===== src/rtl/pacman_pkg.sv =====
// Shared constants for the sprite engine: one-hot direction codes, sprite indices,
// playfield bounds and the sweep FSM state type.
package pacman_pkg;

   localparam logic [3:0] DIR_NONE = 4'b0000;
   localparam logic [3:0] DIR_R    = 4'b0001;
   localparam logic [3:0] DIR_U    = 4'b0010;
   localparam logic [3:0] DIR_D    = 4'b0100;
   localparam logic [3:0] DIR_L    = 4'b1000;

   localparam int PACMAN = 0;
   localparam int BLINKY = 1;
   localparam int PINKY  = 2;
   localparam int INKY   = 3;
   localparam int CLYDE  = 4;

   localparam int SPR_STEP = 16;
   localparam int PF_X_MIN = 343;
   localparam int PF_X_MAX = 1607;
   localparam int PF_Y_MIN = 34;
   localparam int PF_Y_MAX = 818;

   typedef enum logic [1:0] {
      ST_IDLE,
      ST_SEL,
      ST_QRY,
      ST_APPLY
   } sweep_state_t;

   function automatic logic is_one_hot4(input logic [3:0] d);
      return (d != 4'b0000) && ((d & (d - 4'b0001)) == 4'b0000);
   endfunction

endpackage


===== src/rtl/sprite_step_calc.sv =====
// Next grid position for one step in a one-hot direction, wrapping at the playfield edges.
// Comparisons use one extra bit so the increment cannot overflow.
module sprite_step_calc
   import pacman_pkg::*;
#(
   parameter int X_W   = 11,
   parameter int Y_W   = 10,
   parameter int STEP  = SPR_STEP,
   parameter int X_MIN = PF_X_MIN,
   parameter int X_MAX = PF_X_MAX,
   parameter int Y_MIN = PF_Y_MIN,
   parameter int Y_MAX = PF_Y_MAX
) (
   input  logic [X_W-1:0] x,
   input  logic [Y_W-1:0] y,
   input  logic [3:0]     dir,
   output logic [X_W-1:0] next_x,
   output logic [Y_W-1:0] next_y
);

   localparam logic [X_W:0] X_STEP_E = (X_W+1)'(STEP);
   localparam logic [X_W:0] X_HI_E   = (X_W+1)'(X_MAX);
   localparam logic [X_W:0] X_LO_S_E = (X_W+1)'(X_MIN + STEP);
   localparam logic [Y_W:0] Y_STEP_E = (Y_W+1)'(STEP);
   localparam logic [Y_W:0] Y_HI_E   = (Y_W+1)'(Y_MAX);
   localparam logic [Y_W:0] Y_LO_S_E = (Y_W+1)'(Y_MIN + STEP);

   logic [X_W:0] x_ext;
   logic [X_W:0] x_inc;
   logic [Y_W:0] y_ext;
   logic [Y_W:0] y_inc;

   assign x_ext = {1'b0, x};
   assign y_ext = {1'b0, y};
   assign x_inc = x_ext + X_STEP_E;
   assign y_inc = y_ext + Y_STEP_E;

   always_comb begin
      next_x = x;
      next_y = y;
      case (dir)
         DIR_R: next_x = (x_inc > X_HI_E) ? X_W'(X_MIN) : x_inc[X_W-1:0];
         DIR_L: next_x = (x_ext < X_LO_S_E) ? X_W'(X_MAX) : x - X_W'(STEP);
         DIR_U: next_y = (y_ext < Y_LO_S_E) ? Y_W'(Y_MAX) : y - Y_W'(STEP);
         DIR_D: next_y = (y_inc > Y_HI_E) ? Y_W'(Y_MIN) : y_inc[Y_W-1:0];
         default: ;
      endcase
   end

endmodule


===== src/rtl/sprite_motion_engine.sv =====
// Round-robin grid-step engine: once per frame_tick each enabled sprite queries the map
// detector for legal moves and applies queued turn / current direction with edge wrap.
module sprite_motion_engine
   import pacman_pkg::*;
#(
   parameter int N_SPR = CLYDE + 1,
   parameter int X_W   = 11,
   parameter int Y_W   = 10,
   parameter int STEP  = SPR_STEP,
   parameter int X_MIN = PF_X_MIN,
   parameter int X_MAX = PF_X_MAX,
   parameter int Y_MIN = PF_Y_MIN,
   parameter int Y_MAX = PF_Y_MAX,
   parameter logic [X_W*N_SPR-1:0] RST_X = {11'd1415, 11'd1031, 11'd439, 11'd1399, 11'd1367},
   parameter logic [Y_W*N_SPR-1:0] RST_Y = {10'd66, 10'd402, 10'd434, 10'd130, 10'd306}
) (
   input  logic                 clk,
   input  logic                 rst,
   input  logic                 frame_tick,
   input  logic [4*N_SPR-1:0]   dir_req,
   input  logic [N_SPR-1:0]     enable,
   input  logic [N_SPR-1:0]     respawn,
   output logic                 q_req,
   output logic [X_W-1:0]       q_x,
   output logic [Y_W-1:0]       q_y,
   input  logic                 q_ack,
   input  logic [3:0]           q_moves,
   output logic [X_W*N_SPR-1:0] pos_x,
   output logic [Y_W*N_SPR-1:0] pos_y,
   output logic [4*N_SPR-1:0]   cur_dir,
   output logic                 busy,
   output logic                 sweep_done,
   output logic                 overrun
);

   localparam int IDX_W = (N_SPR > 1) ? $clog2(N_SPR) : 1;

   sweep_state_t     state_reg, state_next;
   logic [IDX_W-1:0] idx_reg, idx_next;
   logic [X_W-1:0]   q_x_reg;
   logic [Y_W-1:0]   q_y_reg;
   logic [3:0]       moves_reg;
   logic             discard_reg;
   logic             pending_reg, pending_next;
   logic             sweep_done_reg, done_next;
   logic             overrun_reg, overrun_next;
   logic             load_q;
   logic             apply_en;
   logic             last_idx;

   logic [X_W-1:0] pos_x_arr   [N_SPR];
   logic [Y_W-1:0] pos_y_arr   [N_SPR];
   logic [3:0]     cur_dir_arr [N_SPR];
   logic [3:0]     queued_arr  [N_SPR];

   logic [3:0]     sel_queued;
   logic [3:0]     sel_dir;
   logic [3:0]     step_dir;
   logic [X_W-1:0] step_x;
   logic [Y_W-1:0] step_y;

   assign last_idx = (idx_reg == IDX_W'(N_SPR - 1));

   always_comb begin
      state_next   = state_reg;
      idx_next     = idx_reg;
      done_next    = 1'b0;
      load_q       = 1'b0;
      apply_en     = 1'b0;
      pending_next = pending_reg;
      overrun_next = 1'b0;
      case (state_reg)
         ST_IDLE: begin
            if (frame_tick || pending_reg) begin
               state_next = ST_SEL;
               idx_next   = '0;
            end
         end
         ST_SEL: begin
            if (enable[idx_reg]) begin
               state_next = ST_QRY;
               load_q     = 1'b1;
            end else if (last_idx) begin
               state_next = ST_IDLE;
               done_next  = 1'b1;
            end else begin
               idx_next = idx_reg + 1'b1;
            end
         end
         ST_QRY: begin
            if (q_ack) state_next = ST_APPLY;
         end
         ST_APPLY: begin
            apply_en = 1'b1;
            if (last_idx) begin
               state_next = ST_IDLE;
               done_next  = 1'b1;
            end else begin
               state_next = ST_SEL;
               idx_next   = idx_reg + 1'b1;
            end
         end
         default: state_next = ST_IDLE;
      endcase

      // In IDLE a pending tick is consumed; a coincident new tick becomes the next pending one.
      if (state_reg == ST_IDLE) begin
         pending_next = pending_reg && frame_tick;
      end else if (frame_tick) begin
         if (pending_reg) overrun_next = 1'b1;
         else             pending_next = 1'b1;
      end
   end

   always_ff @(posedge clk or negedge rst) begin
      if (!rst) begin
         state_reg      <= ST_IDLE;
         idx_reg        <= '0;
         q_x_reg        <= '0;
         q_y_reg        <= '0;
         moves_reg      <= '0;
         discard_reg    <= 1'b0;
         pending_reg    <= 1'b0;
         sweep_done_reg <= 1'b0;
         overrun_reg    <= 1'b0;
      end else begin
         state_reg      <= state_next;
         idx_reg        <= idx_next;
         pending_reg    <= pending_next;
         sweep_done_reg <= done_next;
         overrun_reg    <= overrun_next;
         if (load_q) begin
            q_x_reg <= pos_x_arr[idx_reg];
            q_y_reg <= pos_y_arr[idx_reg];
         end
         if (state_reg == ST_QRY && q_ack) moves_reg <= q_moves;
         // A respawn of the sprite being queried invalidates its pending APPLY.
         if (state_reg == ST_APPLY)
            discard_reg <= 1'b0;
         else if ((state_reg == ST_QRY || (state_reg == ST_SEL && enable[idx_reg])) && respawn[idx_reg])
            discard_reg <= 1'b1;
      end
   end

   assign sel_queued = queued_arr[idx_reg];
   assign sel_dir    = cur_dir_arr[idx_reg];

   always_comb begin
      step_dir = DIR_NONE;
      if ((sel_queued & moves_reg) != 4'b0000)
         step_dir = sel_queued;
      else if ((sel_dir & moves_reg) != 4'b0000)
         step_dir = sel_dir;
   end

   sprite_step_calc #(
      .X_W   (X_W),
      .Y_W   (Y_W),
      .STEP  (STEP),
      .X_MIN (X_MIN),
      .X_MAX (X_MAX),
      .Y_MIN (Y_MIN),
      .Y_MAX (Y_MAX)
   ) u_step (
      .x      (q_x_reg),
      .y      (q_y_reg),
      .dir    (step_dir),
      .next_x (step_x),
      .next_y (step_y)
   );

   genvar gi;
   generate
      for (gi = 0; gi < N_SPR; gi++) begin : g_spr
         logic [X_W-1:0] px_reg;
         logic [Y_W-1:0] py_reg;
         logic [3:0]     dir_reg;
         logic [3:0]     queued_reg;
         logic [3:0]     req;
         logic           hit;

         assign req = dir_req[gi*4 +: 4];
         assign hit = apply_en && !discard_reg && (idx_reg == IDX_W'(gi));

         always_ff @(posedge clk or negedge rst) begin
            if (!rst) begin
               px_reg     <= RST_X[gi*X_W +: X_W];
               py_reg     <= RST_Y[gi*Y_W +: Y_W];
               dir_reg    <= DIR_NONE;
               queued_reg <= DIR_NONE;
            end else if (respawn[gi]) begin
               px_reg     <= RST_X[gi*X_W +: X_W];
               py_reg     <= RST_Y[gi*Y_W +: Y_W];
               dir_reg    <= DIR_NONE;
               queued_reg <= DIR_NONE;
            end else begin
               if (is_one_hot4(req)) queued_reg <= req;
               if (hit) begin
                  px_reg  <= step_x;
                  py_reg  <= step_y;
                  dir_reg <= step_dir;
               end
            end
         end

         assign pos_x_arr[gi]         = px_reg;
         assign pos_y_arr[gi]         = py_reg;
         assign cur_dir_arr[gi]       = dir_reg;
         assign queued_arr[gi]        = queued_reg;
         assign pos_x[gi*X_W +: X_W]  = px_reg;
         assign pos_y[gi*Y_W +: Y_W]  = py_reg;
         assign cur_dir[gi*4 +: 4]    = dir_reg;
      end
   endgenerate

   assign q_req      = (state_reg == ST_QRY);
   assign q_x        = q_x_reg;
   assign q_y        = q_y_reg;
   assign busy       = (state_reg != ST_IDLE);
   assign sweep_done = sweep_done_reg;
   assign overrun    = overrun_reg;

endmodule


===== config.mk =====
export PLATFORM = sky130hd
export DESIGN_NAME = sprite_motion_engine
export DESIGN_NICKNAME = d
export VERILOG_FILES = /design/src/rtl/pacman_pkg.sv /design/src/rtl/sprite_step_calc.sv /design/src/rtl/sprite_motion_engine.sv
export SDC_FILE = /design/constraint.sdc
export NUM_CORES = 1
export LEC_CHECK = 0
export CAP_MARGIN = 0
export CORE_MARGIN = 2
export CORE_UTILIZATION = 55
export CTS_BUF_LIST = sky130_fd_sc_hd__clkbuf_2
export DETAILED_ROUTE_END_ITERATION = 6
export PLACE_DENSITY_LB_ADDON = 0.15
export SYNTH_ARGS = -nofsm -noshare
export SYNTH_HDL_FRONTEND = slang
export SYNTH_SLANG_ARGS = --single-unit

===== constraint.sdc =====
create_clock -name clk -period 3.65 [get_ports clk]
set_input_delay 0.5475 -clock clk [delete_from_list [all_inputs] [get_ports clk]]
set_output_delay 0.5475 -clock clk [all_outputs]
set_load 0.005 [all_outputs]

==> summary.md <==
| Metric | Value |
|---|---|
| Syn_area_per_cell | roughly 9.7 µm² |
| Asr flop ratio synth | between 90% and 100% |
| Final WS setup | between 0.15 and 0.2 ns |
| CTS tree | done |
| H-tree lvl count | 4 |
| Sequential area share after synthesis | around 44% |
| Vias | 9623 |
| Max reg flops | 55 |
| # rows | 50 |
| Adder-Cell Fraction of Synth Area | under 10% |
| Worst min-delay path category | in2async |
| Pre-Repair DR Iteration Count | 7 |
| Internal power | 3860 µW |
| Synth unique cells | 84 |
| CP arrival | between 4 and 5 ns |
| Synth top area cells | dfrtp_1, dfstp_2, mux4_2 |
| Fmax | 288 MHz |
| Clk buf depth | 2 |
| GPL Wtd Cong | 0.960 |
| Max cap viols | 0 |
| Unrepaired setup endpoints after global routing | no |
| Drt wl/cell | approximately 24 µm |
| PD cells | 548 nW/µm² |
| Post-synth EDFFs | 0 |
| Net Sw Frac | 44.8% |
| Post-synth top cells | dfrtp_1, nor2_1, nand2_1 |
| Cell Area, Placed | 12400 µm² |
| Cell depth of the worst setup path | 9 |
| Slew Viols, Final | 0 |
| Cts bufs inserted | 17 |
| Hold_ws | ~0.26 ns |
| Starting Density | 55.6% |
| Setup crit end kind | flop |
| Most common cell in the netlist | dfrtp_1 |
| Nets | 1277 |
| Largest delay share family, worst path | compound AO/OA/AOI/OAI gates |
| Synthesized Nets | between 1000 and 1500 |
| Largest net degree at the start of global routing | between 80 and 90 |
| Synth Flop Type | dfrtp_1 |
| Clock Skews | roughly 0.074 ns |
| Worst Path Required | 4.42 ns |
| Tot GR Track Use | 35.5% |
| Layout cells sized above 1 | between 15 and 20% |
| Combinational Power Share | 43.3% |
| Synth Area in XOR/XNOR | less than 1% |
| Final wirelength | around 35000 µm |
| Synthesis-to-finish area growth | 24.0% |
| DRC | 1 |
| Global-route wire length before repair | approximately 54000 µm |
| ANT nets after route | 0 |
| Post-Syn Instances | 1059 |
| Critical path's largest stage delay | 0.64 ns |
| Die boundary width | roughly 140 µm |
| Num ports | approximately 190 |
| Initial DRC count | approximately 1200 |
| Status | complete, but fails checks |
| Multiplexer area fraction after synthesis | under 10% |
| WP buf/inv | 0 |
| Critical Path Source Type | flop |
| CTS Root Cell | clkbuf_2 |
| Slew Limit Headroom | about 45% |
| Critical setup path kind | reg2reg |
| Setup tns final | 0 ns |
| Yosys warns | 0 |
| Pre-CTS worst setup slack | about 0.2 ns |
| Worst-path clk slew | between 0.3 and 0.4 ns |
| Slowest cell on crit path | dfrtp_4 |
| Final critical-path share of the clock period | a little over nine tenths |
| Clock latency on the worst-skew pair | ~0.87 ns |
| Sink Count | 179 |
| Post-Synth Simple-Gate Area | 16.7% |
| Die area | slightly below 20000 µm² |
| Worst Tran Pin Value | between 0.8 and 0.9 ns |
| Main combinational cell family by area after synthesis | compound AO/OA/AOI/OAI gates |
| Synthesized cell area | about 10000 µm² |
| Worst-path cell chain | mux2_1 -> a32oi_1 -> nand3_2 -> a211o_4 -> o21ai_4 -> nor3_2 -> a221oi_2 -> nor2_1 -> a22o_1 |
| Initial antenna violation count | 1 |
| Vias per cell | about 6.5 |
| Psw | around 3100 µW |
| Sequential share of power | 38.9% |
| # setup viols final | 0 |
| Gr ovfl total | 0 |
| Failing checks | design-rule violations |
| Max IR drop VDD | slightly above 0.0003 V |
| Seq cells post-synth | roughly 180 |
| PortBufs | approximately 190 |
| Yosys top cell by area | dfrtp_1 |
| CP max FO | 16 |
| Placeable Area | 18500 µm² |
| Lkg Pwr | between 0.005 and 0.006 µW |
| Area share of the largest cell type after synthesis | 31.6% |
| DIE HEIGHT | about 140 µm |
| R2r worst-path depth | 9 |
| Compound-Gate Fraction of Synth Area | 23.3% |
| Total power | 7000 µW |
| Clock network power share | between 15 and 20% |
| Hpwl dp | around 25000 µm |
| Final worst path period need | between 3 and 4 ns |
| Finished Cell Area | ~13000 µm² |
| Vias in the first global route | ~8800 |
| Final Hold Fails | 0 |
[cell type report]
| type | count | area, µm² |
|---|---|---|
| inverters | 18 | 67.6 |
| fillers | 1482 | 5760 |
| flip-flops and latches | 179 | 4550 |
| clock buffers | 17 | 85.1 |
| clock inverters | 15 | 228 |
| multi-input cells | 777 | 5300 |
| diodes | 1 | 2.50 |
| well taps | 234 | 293 |
| repair buffers | 234 | 2240 |
[metal layers]
| layer | global-route usage (%) | wire (µm) |
|---|---|---|
| met4 | 8.84 | 634 |
| met1 | 55.8 | 15400 |
| met3 | 8.39 | 3820 |
| met5 | 0 | 0 |
| met2 | 49.5 | 15000 |
[metrics by stage]
step,instances,utilization [%]
after floorplan,1059,-
after global placement,1437,67.0
after detailed placement,1437,67.0
after CTS,1470,68.7
after global routing,1475,68.9
final,1475,68.9
[layout by cell type (no fill, tap or decap), drive strengths merged, types with 5 or more instances in the layout]
cell and count:
ha 12, a22o 17, o22ai 12, maj3 6
nand3 17, xnor2 6, clkinv 5, dfstp 49
mux4 28, nand3b 18, dfrtp 130, a21oi 87
buf 47, inv 28, a211oi 31, nor4 13
nor3 41, clkbuf 17, o22a 16, nor2 125
o21ai 81, mux2i 16, nand2b 13, o21a 6
mux2 8, and2 9, nand2 87, clkdlybuf4s50 186
or2 7, a22oi 47
[cell families after synthesis]
family,Yosys count
and+or+nand+nor,355
AOI/OAI and AO/OA,343
DFF,179
buffers and inverters,103
muxes,52
adders and majority gates,18
xor gates and xnor gates,9
[power groups by stage]
stage	sequential, µW	clock (µW)	combinational, µW
finish	2720	1250	3030
global route	2760	1330	3250
CTS	2700	1250	2930
detailed placement	2740	0	2920
global placement	2730	0	2880
floorplan	2490	0	1970
[path summary, 6_finish.rpt]
check,slack (ns),start,to
setup / recovery,0.18,idx_reg[0],g_spr[1].py_reg[6]
hold / removal,0.26,rst,g_spr[3].queued_reg[0]
setup reg to reg,0.18,idx_reg[0],g_spr[1].py_reg[6]
hold reg to reg,0.53,g_spr[2].py_reg[5],g_spr[2].py_reg[5]
max in group asynchronous,2.47,rst,g_spr[0].px_reg[6]
min in group clk,0.30,q_moves[3],moves_reg[3]
[timing repair]
item	CTS	global route
gates resized for setup	0	1
endpoints found under the setup margin	0	8
hold endpoints to repair	76	0
hold buffers	1	0
buffers inserted	0	4
No activity file was read; power rests on OpenSTA's default activity.
